**src/rtl/spi_slave_sync.sv**
```systemverilog
// rtl/spi_slave_sync.sv - oversampled SPI slave with SCLK/CSB/MOSI resynchronised into clk
//
// Optional feature macro: SPI_SLAVE_SYNC_PARITY_EN (each word is followed by an even parity bit)
//
// Ports:
//   clk, rst                        system clock (rising edge), asynchronous active-high reset
//   cfg_enable                      block enable, sampled when CSB falls
//   cfg_lsb_first, cfg_mode         bit order and {CPOL, CPHA}, latched for the whole frame
//   tx_data, tx_valid, tx_ready      next word to transmit; tx_ready pulses when consumed
//   rx_data, rx_valid, rx_ready      received word handshake
//   rx_overrun_it, tx_underrun_it,
//   frame_err_it, par_err_it         single-cycle event pulses
//   busy                            a frame is in progress
//   ms_csb, ms_sclk, ms_mosi         SPI pins from the master (asynchronous)
//   ms_miso, ms_miso_oe              registered MISO and its pad enable
module spi_slave_sync #(
    parameter int                    DATA_WIDTH  = 8,
    parameter int                    SYNC_STAGES = 2,
    parameter logic [DATA_WIDTH-1:0] TX_IDLE     = '1
) (
    input  logic                  clk,
    input  logic                  rst,
    input  logic                  cfg_enable,
    input  logic                  cfg_lsb_first,
    input  logic [1:0]            cfg_mode,
    input  logic [DATA_WIDTH-1:0] tx_data,
    input  logic                  tx_valid,
    output logic                  tx_ready,
    output logic [DATA_WIDTH-1:0] rx_data,
    output logic                  rx_valid,
    input  logic                  rx_ready,
    output logic                  rx_overrun_it,
    output logic                  tx_underrun_it,
    output logic                  frame_err_it,
    output logic                  par_err_it,
    output logic                  busy,
    input  logic                  ms_csb,
    input  logic                  ms_sclk,
    input  logic                  ms_mosi,
    output logic                  ms_miso,
    output logic                  ms_miso_oe
);

`ifdef SPI_SLAVE_SYNC_PARITY_EN
    localparam int FRAME_BITS = DATA_WIDTH + 1;
`else
    localparam int FRAME_BITS = DATA_WIDTH;
`endif
    localparam int              CW       = $clog2(FRAME_BITS);
    localparam int              IW       = $clog2(DATA_WIDTH);
    localparam logic [CW-1:0]   LAST_BIT = CW'(FRAME_BITS - 1);
    // Extra bit so DATA_WIDTH itself is representable when no parity bit widens the counter.
    localparam logic [CW:0]     DW_C     = (CW + 1)'(DATA_WIDTH);

    typedef enum logic {IDLE, XFER} state_t;

    logic [SYNC_STAGES-1:0] csb_sync, sclk_sync, mosi_sync;
    logic                   csb_d, sclk_d, mosi_r;
    logic                   csb_rise, csb_fall, sclk_rise, sclk_fall;

    state_t                 state;
    logic [CW-1:0]          bit_cnt;
    logic                   cpol_q, cpha_q, lsb_q;
    logic [DATA_WIDTH-1:0]  tx_word, rx_shift, rx_next, load_word;
    logic                   lead_ev, trail_ev, sample_ev, shift_ev;
    logic [IW-1:0]          rx_pos;

    // Edge pulses are registered so they line up with mosi_r, which carries the
    // same synchroniser delay as SCLK.
    always_ff @(posedge clk or posedge rst) begin
        if (rst) begin
            csb_sync  <= '1;
            sclk_sync <= '0;
            mosi_sync <= '0;
            csb_d     <= 1'b1;
            sclk_d    <= 1'b0;
            mosi_r    <= 1'b0;
            csb_rise  <= 1'b0;
            csb_fall  <= 1'b0;
            sclk_rise <= 1'b0;
            sclk_fall <= 1'b0;
        end else begin
            csb_sync  <= {csb_sync[SYNC_STAGES-2:0], ms_csb};
            sclk_sync <= {sclk_sync[SYNC_STAGES-2:0], ms_sclk};
            mosi_sync <= {mosi_sync[SYNC_STAGES-2:0], ms_mosi};
            csb_d     <= csb_sync[SYNC_STAGES-1];
            sclk_d    <= sclk_sync[SYNC_STAGES-1];
            mosi_r    <= mosi_sync[SYNC_STAGES-1];
            csb_rise  <= csb_sync[SYNC_STAGES-1] & ~csb_d;
            csb_fall  <= ~csb_sync[SYNC_STAGES-1] & csb_d;
            sclk_rise <= sclk_sync[SYNC_STAGES-1] & ~sclk_d;
            sclk_fall <= ~sclk_sync[SYNC_STAGES-1] & sclk_d;
        end
    end

    // Bit idx of word w in transmit order; idx == DATA_WIDTH is the parity slot.
    function automatic logic send_bit(input logic [DATA_WIDTH-1:0] w,
                                      input logic [CW-1:0]         idx,
                                      input logic                  lsb);
        logic [IW-1:0] pos;
        pos = lsb ? IW'(idx) : IW'(DATA_WIDTH - 1) - IW'(idx);
        if ({1'b0, idx} >= DW_C)
            send_bit = ^w;
        else
            send_bit = w[pos];
    endfunction

    always_comb begin
        lead_ev   = cpol_q ? sclk_fall : sclk_rise;
        trail_ev  = cpol_q ? sclk_rise : sclk_fall;
        sample_ev = cpha_q ? trail_ev : lead_ev;
        shift_ev  = cpha_q ? lead_ev : trail_ev;
        load_word = tx_valid ? tx_data : TX_IDLE;
        // Received bits go straight to their final position, so no reorder at completion.
        rx_pos    = lsb_q ? IW'(bit_cnt) : IW'(DATA_WIDTH - 1) - IW'(bit_cnt);
        rx_next   = rx_shift;
        if ({1'b0, bit_cnt} < DW_C)
            rx_next[rx_pos] = mosi_r;
    end

`ifdef SPI_SLAVE_SYNC_PARITY_EN
    logic par_err_r;
    assign par_err_it = par_err_r;
`else
    assign par_err_it = 1'b0;
`endif

    assign busy = (state == XFER);

    always_ff @(posedge clk or posedge rst) begin
        if (rst) begin
            state          <= IDLE;
            bit_cnt        <= '0;
            cpol_q         <= 1'b0;
            cpha_q         <= 1'b0;
            lsb_q          <= 1'b0;
            tx_word        <= '0;
            rx_shift       <= '0;
            rx_data        <= '0;
            rx_valid       <= 1'b0;
            ms_miso        <= 1'b0;
            ms_miso_oe     <= 1'b0;
            tx_ready       <= 1'b0;
            tx_underrun_it <= 1'b0;
            rx_overrun_it  <= 1'b0;
            frame_err_it   <= 1'b0;
`ifdef SPI_SLAVE_SYNC_PARITY_EN
            par_err_r      <= 1'b0;
`endif
        end else begin
            tx_ready       <= 1'b0;
            tx_underrun_it <= 1'b0;
            rx_overrun_it  <= 1'b0;
            frame_err_it   <= 1'b0;
`ifdef SPI_SLAVE_SYNC_PARITY_EN
            par_err_r      <= 1'b0;
`endif
            // A completion later in this block overrides the clear.
            if (rx_valid && rx_ready)
                rx_valid <= 1'b0;

            case (state)
                IDLE: begin
                    if (csb_fall && cfg_enable) begin
                        state          <= XFER;
                        cpol_q         <= cfg_mode[1];
                        cpha_q         <= cfg_mode[0];
                        lsb_q          <= cfg_lsb_first;
                        bit_cnt        <= '0;
                        tx_word        <= load_word;
                        tx_ready       <= tx_valid;
                        tx_underrun_it <= ~tx_valid;
                        ms_miso_oe     <= 1'b1;
                        // CPHA=0 has no shift edge before the first sample.
                        if (!cfg_mode[0])
                            ms_miso <= send_bit(load_word, '0, cfg_lsb_first);
                    end
                end
                XFER: begin
                    if (csb_rise) begin
                        state        <= IDLE;
                        ms_miso_oe   <= 1'b0;
                        ms_miso      <= 1'b0;
                        bit_cnt      <= '0;
                        frame_err_it <= (bit_cnt != '0);
                    end else if (sample_ev) begin
                        rx_shift <= rx_next;
                        if (bit_cnt == LAST_BIT) begin
                            bit_cnt        <= '0;
                            rx_data        <= rx_next;
                            rx_valid       <= 1'b1;
                            rx_overrun_it  <= rx_valid & ~rx_ready;
                            tx_word        <= load_word;
                            tx_ready       <= tx_valid;
                            tx_underrun_it <= ~tx_valid;
`ifdef SPI_SLAVE_SYNC_PARITY_EN
                            // In the parity slot rx_shift already holds the whole data word.
                            par_err_r      <= mosi_r ^ (^rx_shift);
`endif
                        end else begin
                            bit_cnt <= bit_cnt + 1'b1;
                        end
                    end else if (shift_ev) begin
                        ms_miso <= send_bit(tx_word, bit_cnt, lsb_q);
                    end
                end
                default: state <= IDLE;
            endcase
        end
    end

endmodule

```
**config.mk**
```make
export PLATFORM = sky130hd
export DESIGN_NAME = spi_slave_sync
export DESIGN_NICKNAME = d
export VERILOG_FILES = /design/src/rtl/spi_slave_sync.sv
export SDC_FILE = /design/constraint.sdc
export NUM_CORES = 1
export LEC_CHECK = 0
export ABC_AREA = 1
export CORE_MARGIN = 1.5
export CORE_UTILIZATION = 45
export DETAILED_ROUTE_END_ITERATION = 10
export PLACE_DENSITY = 0.68
export SYNTH_ARGS = -nofsm -noshare
export SYNTH_HDL_FRONTEND = slang
export SYNTH_SLANG_ARGS = --single-unit
```
**constraint.sdc**
```tcl
create_clock -name clk -period 1.9 [get_ports clk]
set_clock_uncertainty 0.1 [all_clocks]
set_input_delay 0.38 -clock clk [delete_from_list [all_inputs] [get_ports clk]]
set_output_delay 0.38 -clock clk [all_outputs]
set_load 0.03 [all_outputs]
```
-- After elaboration in Yosys (flattened, before gate mapping)
Index checks and enable logic that the tools add are counted.
- add/sub/neg operators: 2
- magnitude comparators: 3
- eq/ne operators: 10
- muxes and demuxes: 57
- bitwise gates (word level): 13
- reductions and logical operators: 11
- operators with widths (cell ; count):
    8-bit 2-to-1 mux ; 5
    1-bit 2-to-1 mux ; 35
    3-bit 2-to-1 mux ; 6
    8-bit case mux with 2 select lines ; 1
    4-bit AND reduction ; 3
    1-bit case mux with 2 select lines ; 5
    8-bit bitwise mux ; 1
    3-bit by 4-bit < comparator with 1-bit output, second input constant ; 2
    2-bit != test, second input constant ; 4
    1-bit inverter ; 8
    1-bit binary-select mux with 3-bit select ; 2
    3-bit by 2-bit != test with 1-bit output, second input constant ; 2
    3-bit case mux with 2 select lines ; 1
    2-bit AND reduction ; 3
    1-bit bitwise AND ; 5
    2-bit by 1-bit != test with 1-bit output, second input constant ; 2
    3-bit by 1-bit adder with 3-bit output, second input constant ; 1
    1-bit demux with 3-bit select ; 1
    3-bit == test, second input constant ; 1
    3-bit by 1-bit >= comparator with 1-bit output, second input constant ; 1
    1-bit logical AND ; 3
    3-bit != test, second input constant ; 1
    3-bit AND reduction ; 1
    3-bit nonzero test ; 1
    3-bit subtractor, first input constant ; 1
- flip-flop bits (word level): 51
- bits of input ports: 19
- logic and storage cells: 121

-- Longest topological paths before layout
Gate-level depths: netlist (run 1).
- word-level depth: 8
- gate-level depth with buffers: 10
- depth with buffers taken out: 9

-- Least setup slack after synthesis (run 1)
Ideal clock, no wire load.
- kind: reg2reg
- start: register bit_cnt[0]
- end: register tx_word[3]
- setup time: 128 ps
- data arrival time: 1352 ps
- data required time: 1672 ps
- slack: 321 ps
- stages on the path, launching flop included: 10
- cell sequence: dfrtp_1 -> ha_1 -> ha_1 -> inv_1 -> nand2_1 -> nand3_2 -> inv_2 -> buf_6 -> o21ai_1 -> o21ai_0
- word-level cells in the longest chain between the ends: 3
- ends and longest elaborated chain (element ; line ; text):
    from (decl) ; 62 ; logic [CW-1:0] bit_cnt;
    from (signal assigned) ; 201 ; bit_cnt <= bit_cnt + 1'b1;
    3-bit == test ; 188 ; if (bit_cnt == LAST_BIT) begin
    2-bit by 1-bit != test with 1-bit output (no line) ; -- ;
    4-bit AND reduction (no line) ; -- ;
    to (signal assigned) ; 170 ; tx_word <= load_word;
    to (signal assigned) ; 193 ; tx_word <= load_word;
    to (decl) ; 64 ; logic [DATA_WIDTH-1:0] tx_word, rx_shift, rx_next, load_word;
Every way passes these cells.
A chain may end at the register's enable or synchronous reset.

-- Worst setup path in the final report (run 1)
- start: register ms_miso
- end: output ms_miso
- RTL lines (element ; line ; text):
    from (decl) ; 40 ; output logic ms_miso,
    from (signal assigned) ; 176 ; ms_miso <= send_bit(load_word, '0, cfg_lsb_first);
    from (signal assigned) ; 204 ; ms_miso <= send_bit(tx_word, bit_cnt, lsb_q);
No word-level cell between the ends.

==> results of run 1 <==
-- per-stage QoR --
stage	util	area (sq um)	hold WS, ns	worst slack, ns	cells
2_1_floorplan	-	2370	0.231	0.195	276
3_3_place_gp	0.554	2810	0.232	0.109	382
3_5_place_dp	0.554	2810	0.236	0.0814	382
4_1_cts	0.581	2950	0.257	0.0513	390
5_1_grt	0.581	2950	0.265	0.00831	390
6_report	0.581	2950	0.256	0.0542	390
-- cells by family (layout without fill, tap and decap cells) --
logic type      after synthesis  count (layout)  synth area share
fa+ha+maj                     4               4            0.0212
buf+inv                      36              80            0.0677
flops                        51              51             0.541
compound gates               37              37            0.0883
other cells                   1               1           0.00158
simple gates                147             147             0.280
-- layout make-up --
| cell class | count | area share |
|---|---|---|
| Tap cell | 70 | 0.0297 |
| Inverter | 32 | 0.0416 |
| Timing Repair Buffer | 40 | 0.134 |
| Sequential cell | 51 | 0.434 |
| Clock inverter | 3 | 0.0229 |
| Clock buffer | 5 | 0.0233 |
| Multi-Input combinational cell | 189 | 0.314 |
-- final timing paths --
path / endpoint / slack (ns) / cells past startpoint
setup / recovery: ms_miso / 0.05 / 1
hold / removal: tx_word[7] / 0.26 / 2
setup reg to reg: tx_word[3] / 0.21 / 8
hold reg to reg: sclk_sync[1] / 0.26 / 0
max in group asynchronous: bit_cnt[2] / 0.94 / 3
min in group clk: sclk_sync[1] / 0.26 / 0
-- what timing repair did --
item	in CTS	in global routing
gates resized for setup	1	0
endpoints found under the setup margin	1	0
hold buffers	0	0
-- power breakdown --
| group | leakage [nW] | internal (mW) | switching, mW | total (mW) |
|---|---|---|---|---|
| logic | 0.755 | 0.374 | 0.635 | 1.01 |
| clock network | 0.0644 | 0.525 | 0.366 | 0.891 |
| registers | 0.649 | 1.31 | 0.132 | 1.44 |
| total | 1.47 | 2.21 | 1.13 | 3.34 |
-- per-layer routing --
layer	wire length, um	track usage	part of all wire	vias to the layer above
met5	0	0	0	-
met4	76	0.0675	0.017	0
met3	159	0.0437	0.036	7
met2	2050	0.301	0.46	33
met1	2140	0.226	0.48	874
li1	-	-	-	950
-- placed cells by master, fill, tap and decap left out, drive strengths merged --
cell / Yosys / layout
a21oi: 4 / 4
nand2: 110 / 110
dfrtp: 48 / 48
nand3: 15 / 15
o21a: 1 / 1
or2: 2 / 2
ha: 4 / 4
o21ai: 31 / 31
bufinv: 0 / 2
inv: 32 / 32
dfstp: 3 / 3
clkinvlp: 0 / 1
buf: 4 / 6
nor2: 16 / 16
nand4: 4 / 4
dlygate4sd2: 0 / 1
clkbuf: 0 / 5
clkdlybuf4s50: 0 / 33
conb: 1 / 1
a22oi: 1 / 1
-- flip-flops by register name, summed over array words and instances, names as in the netlist, 2 cells and up --
| name | flops |
|---|---|
| rx_data | 8 |
| rx_shift | 8 |
| tx_word | 8 |
| bit_cnt | 3 |
| csb_sync | 2 |
| mosi_sync | 2 |
| sclk_sync | 2 |
==> flow_summary_export.csv, run 1 <==
group,metric,value,unit
drt,drc,0,
worst_hold_path,hold_path_class,"in -> async",
worst_setup_path,cp_num_buf_inv,1,
finish,area_delta_synth_final,24.6,%
sta,fmaxAchievable,542,MHz
floorplanning,die_y,75.5,um
worst_setup_path,cp-startpoint,"ms_miso",
finish,nNetsFinal,342,
worst_setup_path,required,1.42,ns
placement,gp_congestion,0.805,
worst_setup_path,cp_top_family,"buffers and inverters",
global_route,grt_max_degree,25,
power,finalPower,3.34,mW
yosys,synth_common_cells,"103 x nand2_1, 48 x dfrtp_1, 25 x inv_1, 16 x o21ai_0, 12 x nor2_1",
floorplanning,rows,26,
clock_network,clk-insertion-delay-late,0.31,ns
finish,drive_gt1_frac,0.147,
yosys,synthFlopType,"dfrtp_1",
drt,drt_iter0_drc,96,
sta,setup_viol,0,
yosys,ys_seq_area_frac,0.541,
placement,portBuffers,34,
clock_network,clk_pin_slew,0.09,ns
yosys,yosysTopAreaCell,"dfrtp_1",
drt,vias,1864,
yosys,ys_ff_latch,51,
drt,dr.pass1.iters,4,
floorplanning,ios,36,
global_route,grt_pass1_wl,7.65,mm
floorplanning,die_area,5700,sq um
worst_setup_path,critPathKind,"reg -> out",
power,ir_drop,509,uV
yosys,synthesis.area,2370,sq um
drt,via_per_inst,4.78,
clock_network,post_cts_buffers,0,
floorplanning,start_util,0.466,
finish,diodes,0,
floorplanning,core_area,5070,sq um
power,power_leakage,1.47,nW
drt,routedWlPerCell,11.3,um
floorplanning,fp.dieW,75.5,um
yosys,postSynthCellCount,276,
worst_setup_path,slowest_delay,0.68,ns
worst_setup_path,r2r_start,"bit_cnt[0]",
yosys,syn_nets,299,
yosys,synth_cell_types,25,
yosys,async_reset_ff_frac,1.00,
worst_setup_path,critPathCaptureType,"primary output",
clock_network,cts_sinks,51,
yosys,yosys-top-cells-area,"dfrtp_1 51%, nand2_1 16%, inv_1 4.0%, o21ai_0 3.4%, dfstp_2 3.3%",
global_route,gr-total-overflow,0,
yosys,synth-edff-count,0,
yosys,syn_avg_cell_area,8.57,sq um
worst_setup_path,crit_arrival,1.37,ns
finish,multi_input_area,926,sq um
power,pwr_density_cell,1130,nW/um^2
worst_setup_path,start_kind,"flop",
placement,hpwl,3.43,mm
job,cap_violations,0,
global_route,first_global_vias,1766,
sta,rsz0062_at_grt,"no",
sta,slew_violations,0,
drt,wirelength,4.42,mm
yosys,synth_most_common_cell,"nand2_1",
clock_network,cts-htree-levels,2,
drt,final_antenna_net_count,0,
finish,n_fill_cell,484,
worst_setup_path,worst_path_max_delay_cell,"clkdlybuf4s50_1",
sta,hold_viol,0,
global_route,grt_use_total,0.180,
yosys,synth_top_area_frac,0.508,
clock_network,cts_tree,"done",
global_route,antenna_found_initial,0,
clock_network,cts_buffers,5,
yosys,yosys_warnings,0,
clock_network,clk_path_buf_depth,2,
finish,regArea,1280,sq um
sta,min_period_over_period,0.971,
worst_setup_path,worstPathMaxFanout,2,
worst_setup_path,path_cells,"clkdlybuf4s50_1",
sta,min_period,1.85,ns
run_status,status,"complete, no violations",
clock_network,ctsRootBufferMaster,"clkbuf_8",
sta,setup_tns,0,ns
Note: power is estimated with default switching activity, not from simulation.
==> run 2, diff against run 1 <==
--- a/config.mk
+++ b/config.mk
@@ -6,7 +6,7 @@
 export NUM_CORES = 1
 export LEC_CHECK = 0
 export ABC_AREA = 1
-export CORE_MARGIN = 1.5
+export CORE_MARGIN = 5
 export CORE_UTILIZATION = 45
 export DETAILED_ROUTE_END_ITERATION = 10
 export PLACE_DENSITY = 0.68
==> flow_summary_export.csv, run 2 (synthesis results as in run 1) <==
group,metric,value,unit
run_status,status,"complete, no violations",
finish,final_cell_mix,"103 x nand2_1, 48 x dfrtp_1, 33 x clkdlybuf4s50_1",
drt,drc,0,
drt,final_antenna_net_count,0,
sta,whs,0.255,ns
worst_setup_path,worstPathMaxFanout,2,
worst_setup_path,slowest_delay,0.68,ns
sta,slew_violations,0,
power,switching_share,0.335,
floorplanning,rows,26,
floorplanning,core_area,5110,sq um
placement,place_inst,381,
worst_hold_path,hold_start,"mosi_sync[1]",
power,ir_drop,463,uV
worst_setup_path,crit_arrival,1.34,ns
job,cap_violations,0,
finish,finalNonFillerCells,389,
power,pwr_density_cell,1130,nW/um^2
worst_setup_path,start_kind,"flop",
clock_network,cts_buffers,5,
clock_network,clk_pin_slew,0.09,ns
placement,dpl-instance-area,2810,sq um
worst_setup_path,path_cells,"clkdlybuf4s50_1",
global_route,first_global_vias,1741,
power,power_leakage,1.46,nW
finish,area_delta_synth_final,24.3,%
floorplanning,die_area,6810,sq um
worst_setup_path,r2r_start,"bit_cnt[0]",
worst_setup_path,cp-startpoint,"rx_data[0]",
clock_network,ctsRootBufferMaster,"clkbuf_8",
global_route,grt_pass1_wl,7.78,mm
drt,drt_iter0_drc,87,
drt,via_per_inst,4.66,
power,internal-power,2.21,mW
clock_network,cts_sinks,51,
worst_setup_path,cp_top_family,"buffers and inverters",
drt,routedWlPerCell,11.3,um
floorplanning,ios,36,
worst_setup_path,cp_num_buf_inv,1,
drt,wirelength,4.42,mm
clock_network,cts-htree-levels,2,
worst_hold_path,hold_path_class,"reg -> reg",
power,seqPwrFrac,0.432,
global_route,grt_max_degree,37,
global_route,gr-total-overflow,0,
drt,dr.pass1.iters,4,
sta,setup_tns,0,ns
finish,stdcell_area,2940,sq um
global_route,grt_use_total,0.150,
drt,vias,1812,
clock_network,clk_path_buf_depth,2,
floorplanning,start_util,0.463,
power,finalPower,3.32,mW
placement,gp_congestion,0.770,
finish,layout_commonest_cell,"nand2_1",
clock_network,clk-insertion-delay-late,0.30,ns
sta,hold_viol,0,
power,clockPowerShare,0.265,
power,combPwrFrac,0.303,
sta,fmaxAchievable,550,MHz
finish,reg_top3,"rx_data: 8 flops, rx_shift: 8 flops, tx_word: 8 flops",
sta,min_period_over_period,0.958,
global_route,antenna_found_initial,0,
sta,min_period,1.82,ns
worst_setup_path,critPathCaptureType,"primary output",
finish,drive_gt1_frac,0.144,
worst_setup_path,worst_path_max_delay_cell,"clkdlybuf4s50_1",
clock_network,cts_tree,"done",
placement,hpwl,3.35,mm
floorplanning,fp.dieW,82.5,um
worst_setup_path,required,1.42,ns
worst_setup_path,critPathKind,"reg -> out",
placement,portBuffers,34,
floorplanning,die_y,82.5,um
finish,diodes,0,
finish,nNetsFinal,341,
power,p_sw,1.11,mW
sta,setup_viol,0,
clock_network,holdBufCountCts,0,
sta,rsz0062_at_grt,"no",
-- run 2: metrics by stage --
| stage | setup slack (ns) | utilization |
|---|---|---|
| floorplan | 0.195 | - |
| global placement | 0.105 | 0.549 |
| detailed placement | 0.0851 | 0.549 |
| CTS | 0.0392 | 0.576 |
| global route | 0.00946 | 0.576 |
| finish | 0.0803 | 0.576 |
-- run 2: timing repair --
item | 4_1_cts | 5_1_grt
setup endpoints to repair | 1 | 0
hold endpoints to repair | 0 | 0
gates resized for setup | 1 | 0
buffers inserted | 0 | 0
-- run 2: final timing paths --
kind                               to  slack (ns)  cells past startpoint
setup / recovery           rx_data[0]        0.08                      1
hold / removal                 mosi_r        0.25                      0
setup reg to reg           tx_word[6]        0.22                      8
hold reg to reg                mosi_r        0.25                      0
max in group asynchronous  tx_word[0]        0.95                      3
min in group asynchronous    tx_ready        0.26                      2
-- run 2: area by class of cell --
cell class | instances | area (sq um)
clock buffer | 5 | 68.8
multi-input combinational | 189 | 926
inverter | 32 | 123
clock inverter | 3 | 67.6
fill | 471 | 2170
timing repair buffer | 39 | 389
sequential | 51 | 1280
tap | 70 | 87.6
-- run 2: worst reg2reg max path: stages (launching register included) --
cell and delay [ns]:
dfrtp_1 0.44, ha_1 0.26, ha_1 0.18, inv_1 0.12
nand2_1 0.08, nand3_2 0.12, inv_2 0.10, o21ai_0 0.08
o21ai_1 0.08
-- run 2: power by group through the flow --
stage / Sequential, mW / Clock [mW] / Combinational, mW
4_1_cts: 1.44 / 0.907 / 1.01
2_1_floorplan: 1.47 / 0 / 0.733
3_5_place_dp: 1.46 / 0 / 1.01
3_3_place_gp: 1.45 / 0 / 0.992
6_report: 1.43 / 0.881 / 1.01
5_1_grt: 1.47 / 0.945 / 1.16
-- run 2: metal layers --
layer	up-vias	share of wire	global-route usage
met3	4	0.047	0.0358
met5	-	0	0
li1	946	-	-
met4	0	0.012	0.0490
met1	833	0.49	0.202
met2	29	0.45	0.239
